## src/rtl/dnn_pkg.sv

```systemverilog
// Shared types and the score comparator for the dnn pipeline stages.
// DNN_ARGMAX_SIGNED_EN selects two's-complement score comparison.
package dnn_pkg;

    localparam int DNN_MAX_W = 64;

    typedef enum logic [1:0] {
        ARGMAX_IDLE = 2'd0,
        ARGMAX_SCAN = 2'd1,
        ARGMAX_HOLD = 2'd2
    } argmax_state_e;

    // Operands arrive zero-extended; w is the real score width.
    function automatic logic score_gt(
        input logic [DNN_MAX_W-1:0] a,
        input logic [DNN_MAX_W-1:0] b,
        input int unsigned          w
    );
`ifdef DNN_ARGMAX_SIGNED_EN
        logic [DNN_MAX_W-1:0] m;
        // Flipping the sign bit maps signed order onto unsigned order.
        m = {{(DNN_MAX_W-1){1'b0}}, 1'b1} << (w - 1);
        return (a ^ m) > (b ^ m);
`else
        return a > b;
`endif
    endfunction

endpackage

```

## src/rtl/dnn_argmax_out.sv

```systemverilog
// Serial argmax over the final dense layer's score vector.
// Build with DNN_ARGMAX_SIGNED_EN for signed scores (unsigned otherwise).
module dnn_argmax_out
    import dnn_pkg::*;
#(
    parameter int BitSize    = 32,
    parameter int NumClasses = 2,
    parameter int IndexWidth = (NumClasses > 1) ? $clog2(NumClasses) : 1
) (
    input  logic                               clk,
    input  logic                               res_n,
    input  logic                               in_valid,
    input  logic [NumClasses-1:0][BitSize-1:0] in_data,
    input  logic                               in_done,
    output logic                               in_ready,
    output logic                               out_valid,
    output logic [IndexWidth-1:0]              out_class,
    output logic [BitSize-1:0]                 out_score,
    input  logic                               out_ready,
    output logic                               out_done
);

    argmax_state_e r_state;
    argmax_state_e w_state_nxt;

    logic [NumClasses-1:0][BitSize-1:0] r_lanes;
    logic [IndexWidth-1:0]              r_scan_idx;
    logic [IndexWidth-1:0]              r_best_idx;
    logic [BitSize-1:0]                 r_best_score;
    logic                               r_valid;
    logic                               r_done;
    logic                               r_done_pend;

    logic               w_cap;
    logic               w_last;
    logic               w_gt;
    logic               w_fire;
    logic [BitSize-1:0] w_lane;

    assign in_ready  = (r_state == ARGMAX_IDLE);
    assign w_cap     = in_valid & in_ready;
    assign w_lane    = r_lanes[r_scan_idx];
    assign w_last    = (r_scan_idx == IndexWidth'(NumClasses - 1));
    assign w_gt      = score_gt(DNN_MAX_W'(w_lane),
                                DNN_MAX_W'(r_best_score),
                                BitSize);
    // End-of-set waits for an idle cycle with no new vector arriving.
    assign w_fire    = in_ready & r_done_pend & ~w_cap;

    assign out_valid = r_valid;
    assign out_class = r_best_idx;
    assign out_score = r_best_score;
    assign out_done  = r_done;

    always_ff @(posedge clk or negedge res_n) begin
        if (!res_n) begin
            r_state <= ARGMAX_IDLE;
        end else begin
            r_state <= w_state_nxt;
        end
    end

    always_comb begin
        w_state_nxt = r_state;
        unique case (r_state)
            ARGMAX_IDLE: begin
                if (w_cap) begin
                    w_state_nxt = (NumClasses == 1) ? ARGMAX_HOLD
                                                    : ARGMAX_SCAN;
                end
            end
            ARGMAX_SCAN: begin
                if (w_last) begin
                    w_state_nxt = ARGMAX_HOLD;
                end
            end
            ARGMAX_HOLD: begin
                if (out_ready) begin
                    w_state_nxt = ARGMAX_IDLE;
                end
            end
            default: w_state_nxt = ARGMAX_IDLE;
        endcase
    end

    always_ff @(posedge clk or negedge res_n) begin
        if (!res_n) begin
            r_lanes      <= '0;
            r_scan_idx   <= '0;
            r_best_idx   <= '0;
            r_best_score <= '0;
            r_valid      <= 1'b0;
            r_done       <= 1'b0;
            r_done_pend  <= 1'b0;
        end else begin
            r_valid     <= (w_state_nxt == ARGMAX_HOLD);
            r_done      <= w_fire;
            r_done_pend <= in_done | (r_done_pend & ~w_fire);
            if (w_cap) begin
                r_lanes      <= in_data;
                r_best_score <= in_data[0];
                r_best_idx   <= '0;
                r_scan_idx   <= IndexWidth'(1);
            end else if (r_state == ARGMAX_SCAN) begin
                // Strictly greater only, so ties keep the lower index.
                if (w_gt) begin
                    r_best_score <= w_lane;
                    r_best_idx   <= r_scan_idx;
                end
                if (!w_last) begin
                    r_scan_idx <= r_scan_idx + IndexWidth'(1);
                end
            end
        end
    end

endmodule

```

## config.mk

```make
export PLATFORM = sky130hd
export DESIGN_NAME = dnn_argmax_out
export DESIGN_NICKNAME = d
export VERILOG_FILES = /design/src/rtl/dnn_pkg.sv /design/src/rtl/dnn_argmax_out.sv
export SDC_FILE = /design/constraint.sdc
export NUM_CORES = 1
export LEC_CHECK = 0
export CAP_MARGIN = 10
export CORE_MARGIN = 4
export CORE_UTILIZATION = 50
export CTS_CLUSTER_DIAMETER = 50
export CTS_CLUSTER_SIZE = 10
export DETAILED_ROUTE_END_ITERATION = 6
export GPL_TIMING_DRIVEN = 0
export PLACE_DENSITY = 0.76
export SKIP_LAST_GASP = 1
export SYNTH_ARGS = -nofsm -noshare
export SYNTH_HDL_FRONTEND = slang
export SYNTH_SLANG_ARGS = --single-unit
```

## constraint.sdc

```tcl
create_clock -name clk -period 3.8 [get_ports clk]
set_input_delay 0.76 -clock clk [delete_from_list [all_inputs] [get_ports clk]]
set_output_delay 0.76 -clock clk [all_outputs]
set_load 0.01 [all_outputs]
```

==> flow_summary.yaml <==
detailed_routing:
  wl_met1_um: 6524
  via_per_inst: 5.483
  vias: 4737
  wl_per_cell_um: 17.03
  top_layer: "met4"
  drc: 0
  wl_met3_um: 909
  drtPass1Iterations: 4
  totalWireLength_um: 14720
  ant_nets: 0
  wl_met2_um: 7083
  first_iter_violations: 221
clock_network:
  cts_setup_buffers: 0
  clk_pin_slew_ns: 0.07
  numCtsBuffers: 9
  worstSkewPairLatency_ns: 0.35
  clk_path_buf_depth: 2
  hold_buffers: 0
  cts_tree: "yes"
  h-tree-depth: 3
  cts-root-buf: "clkbuf_16"
  cts.sinks: 103
timing:
  slew_headroom: 0.4289
  period_share: 0.9143
  hold_violations: 0
  fin_hold_ws_ns: 0.4475
  tightest_slew_ns: 0.8566
  maxSlewViolCount: 0
  skew_ns: 0.005647
  rsz0062_at_grt: "false"
  min_period_ns: 3.474
  max_freq_mhz: 287.8
  finalSetupTns_ns: 0
  final-setup-viol-count: 0
logic_synthesis:
  synth_edf_count: 0
  synthArstFlopShare: 1.000
  ys_ff_latch: 103
  synth_cell_type_count: 40
  yosys-top-cells-count: "nand2_1 (202), dfrtp_1 (103), a21oi_1 (39)"
  synth_nets: 706
  syn_area_per_cell_um2: 9.368
  postSynthCellCount: 605
  synth_top_cell_area_share: 0.4547
  yosysMostFrequentCell: "nand2_1"
  syn_area_mm2: 0.005668
  netlist_top_cells_area: "dfrtp_1 (45%), nand2_1 (13%), ha_1 (7.1%), mux2_2 (6.2%), o31ai_2 (4.4%)"
  ys.flop_type: "dfrtp_1"
  synth_top_area_cell: "dfrtp_1"
  ys_seq_area_frac: 0.4547
  ys_warn_count: 0
placed_design:
  dp_hpwl_um: 10660
  port_buffers: 104
  gp_congestion: 0.8321
status:
  status: "completed"
grt:
  grt_max_degree: 56
  grt_pass1_wl_um: 24220
  overflow: 0
  antenna_found_initial: 0
  grt_pass1_vias: 4929
  track_usage: 0.2325
floorplan:
  rows: 38
  chipWidth_um: 114.5
  coreArea_mm2: 0.01098
  pin_count: 105
  die_area_mm2: 0.01310
  start_util: 0.5161
  die_h_um: 114.5
critical_path:
  critPathCaptureType: "flop"
  cp_max_fo: 10
  timing.rr.start: "r_scan_idx$_DFFE_PN0P_"
  arrival_ns: 3.74
  cp.required_ns: 4.07
  startpoint: "r_scan_idx$_DFFE_PN0P_"
  critPathKind: "reg -> reg"
  startpoint_type: "flop"
pwr:
  ir_drop_v: 0.0003771
  p_total_mw: 5.671
  powerDensity_mw_per_mm2: 786.9
  leakagePower_nw: 3.384
final_layout:
  antennaDiodeCount: 0
  ff_latch_area_mm2: 0.002577
  fill_cells: 887
  multiInputGateArea_mm2: 0.002788
  area_delta_synth_final_pct: 27.15
  finalNetCount: 821
  layout-drive-gt1-share: 0.1671
  fin_util: 0.6562
min_path:
  worstHoldPathType: "in -> async"
run:
  maxCapViolCount: 0
[path summary, 6_finish.rpt]
| check | endpoint | depth (start not counted) | slack (ns) |
|---|---|---|---|
| min | out_score[21]$_DFFE_PN0P_ | 1 | 0.45 |
| max in group asynchronous | r_lanes[6]$_DFFE_PN0P_ | 2 | 2.65 |
| min in group clk | r_lanes[56]$_DFFE_PN0P_ | 2 | 0.47 |
| min reg2reg | r_lanes[56]$_DFFE_PN0P_ | 2 | 0.47 |
| max reg2reg | out_score[6]$_DFFE_PN0P_ | 10 | 0.33 |
| max | out_score[6]$_DFFE_PN0P_ | 10 | 0.33 |
[cell usage in the layout, fill, tap and decap left out, types with 2 or more instances in the layout]
cell type,instances
mux2i_1,2
dfrtp_1,103
a31oi_4,2
clkbuf_2,2
o21ai_0,7
nor2_1,15
buf_2,6
buf_1,3
nor2b_1,2
o31ai_1,2
nand4_1,7
nor4_2,9
o31ai_2,20
nand2_1,202
mux2_2,31
inv_1,34
a21oi_1,39
or4_4,2
buf_4,4
nor4_1,2
a22o_1,3
o21ai_1,25
a21oi_2,9
ha_1,32
clkinvlp_4,2
buf_6,4
clkbuf_16,9
nor3_2,9
clkbuf_1,15
clkdlybuf4s50_1,103
[state kept, by name, indices dropped and copies added, names as in the netlist]
name	cells
r_done_pend	1
r_state	2
out_done	1
out_class	1
r_lanes	64
out_valid	1
out_score	32
r_scan_idx	1
[final cells by class]
type,count,area share
repair buffers,105,0.1479
multi-input cells,434,0.3868
well taps,140,0.02431
plain buffers,33,0.02431
inverters,34,0.01771
clock buffers,10,0.03316
clock inverters,5,0.008160
flip-flops and latches,103,0.3576
[metrics by stage]
stage               area [µm²]  std cells  setup slack (ns)
global placement          6884        849            -1.904
floorplan                 5668        605            0.5766
finish                    7207        864            0.3257
CTS                       7209        865          0.009749
global route              7207        864            0.1237
detailed placement        6909        850          -0.05551
[critical path: stages, from the launching register on]
cell,delay (ns)
dfrtp_1,0.58
buf_2,0.37
mux2_2,0.40
ha_1,0.33
nand4_2,0.18
nor4_1,0.40
nand3_2,0.18
a31oi_4,0.30
buf_2,0.38
o31ai_2,0.10
o21ai_1,0.17
[kinds of logic after synthesis]
logic type	Yosys count	synth area share
DFF	103	0.4547
buffers and inverters	68	0.05342
muxes	33	0.06512
adders and majority gates	32	0.07064
and+or+nand+nor	254	0.2040
AOI/OAI and AO/OA	115	0.1521
[power breakdown]
| group | switching, mW | internal (mW) |
|---|---|---|
| sequential | 0.379 | 1.62 |
| combinational | 1.44 | 1.30 |
| clock | 0.408 | 0.525 |
[timing repair]
action                     4_1_cts  5_1_grt
gates resized for setup          2        2
setup endpoints to repair       30       31
pin swaps                        0        0
[layer usage]
metal,up-vias,track usage
li1,2268,-
met1,2316,0.3156
met2,137,0.3799
met3,16,0.03911
met4,0,0.07601
met5,-,0
Power figures use the tool's default switching activity.
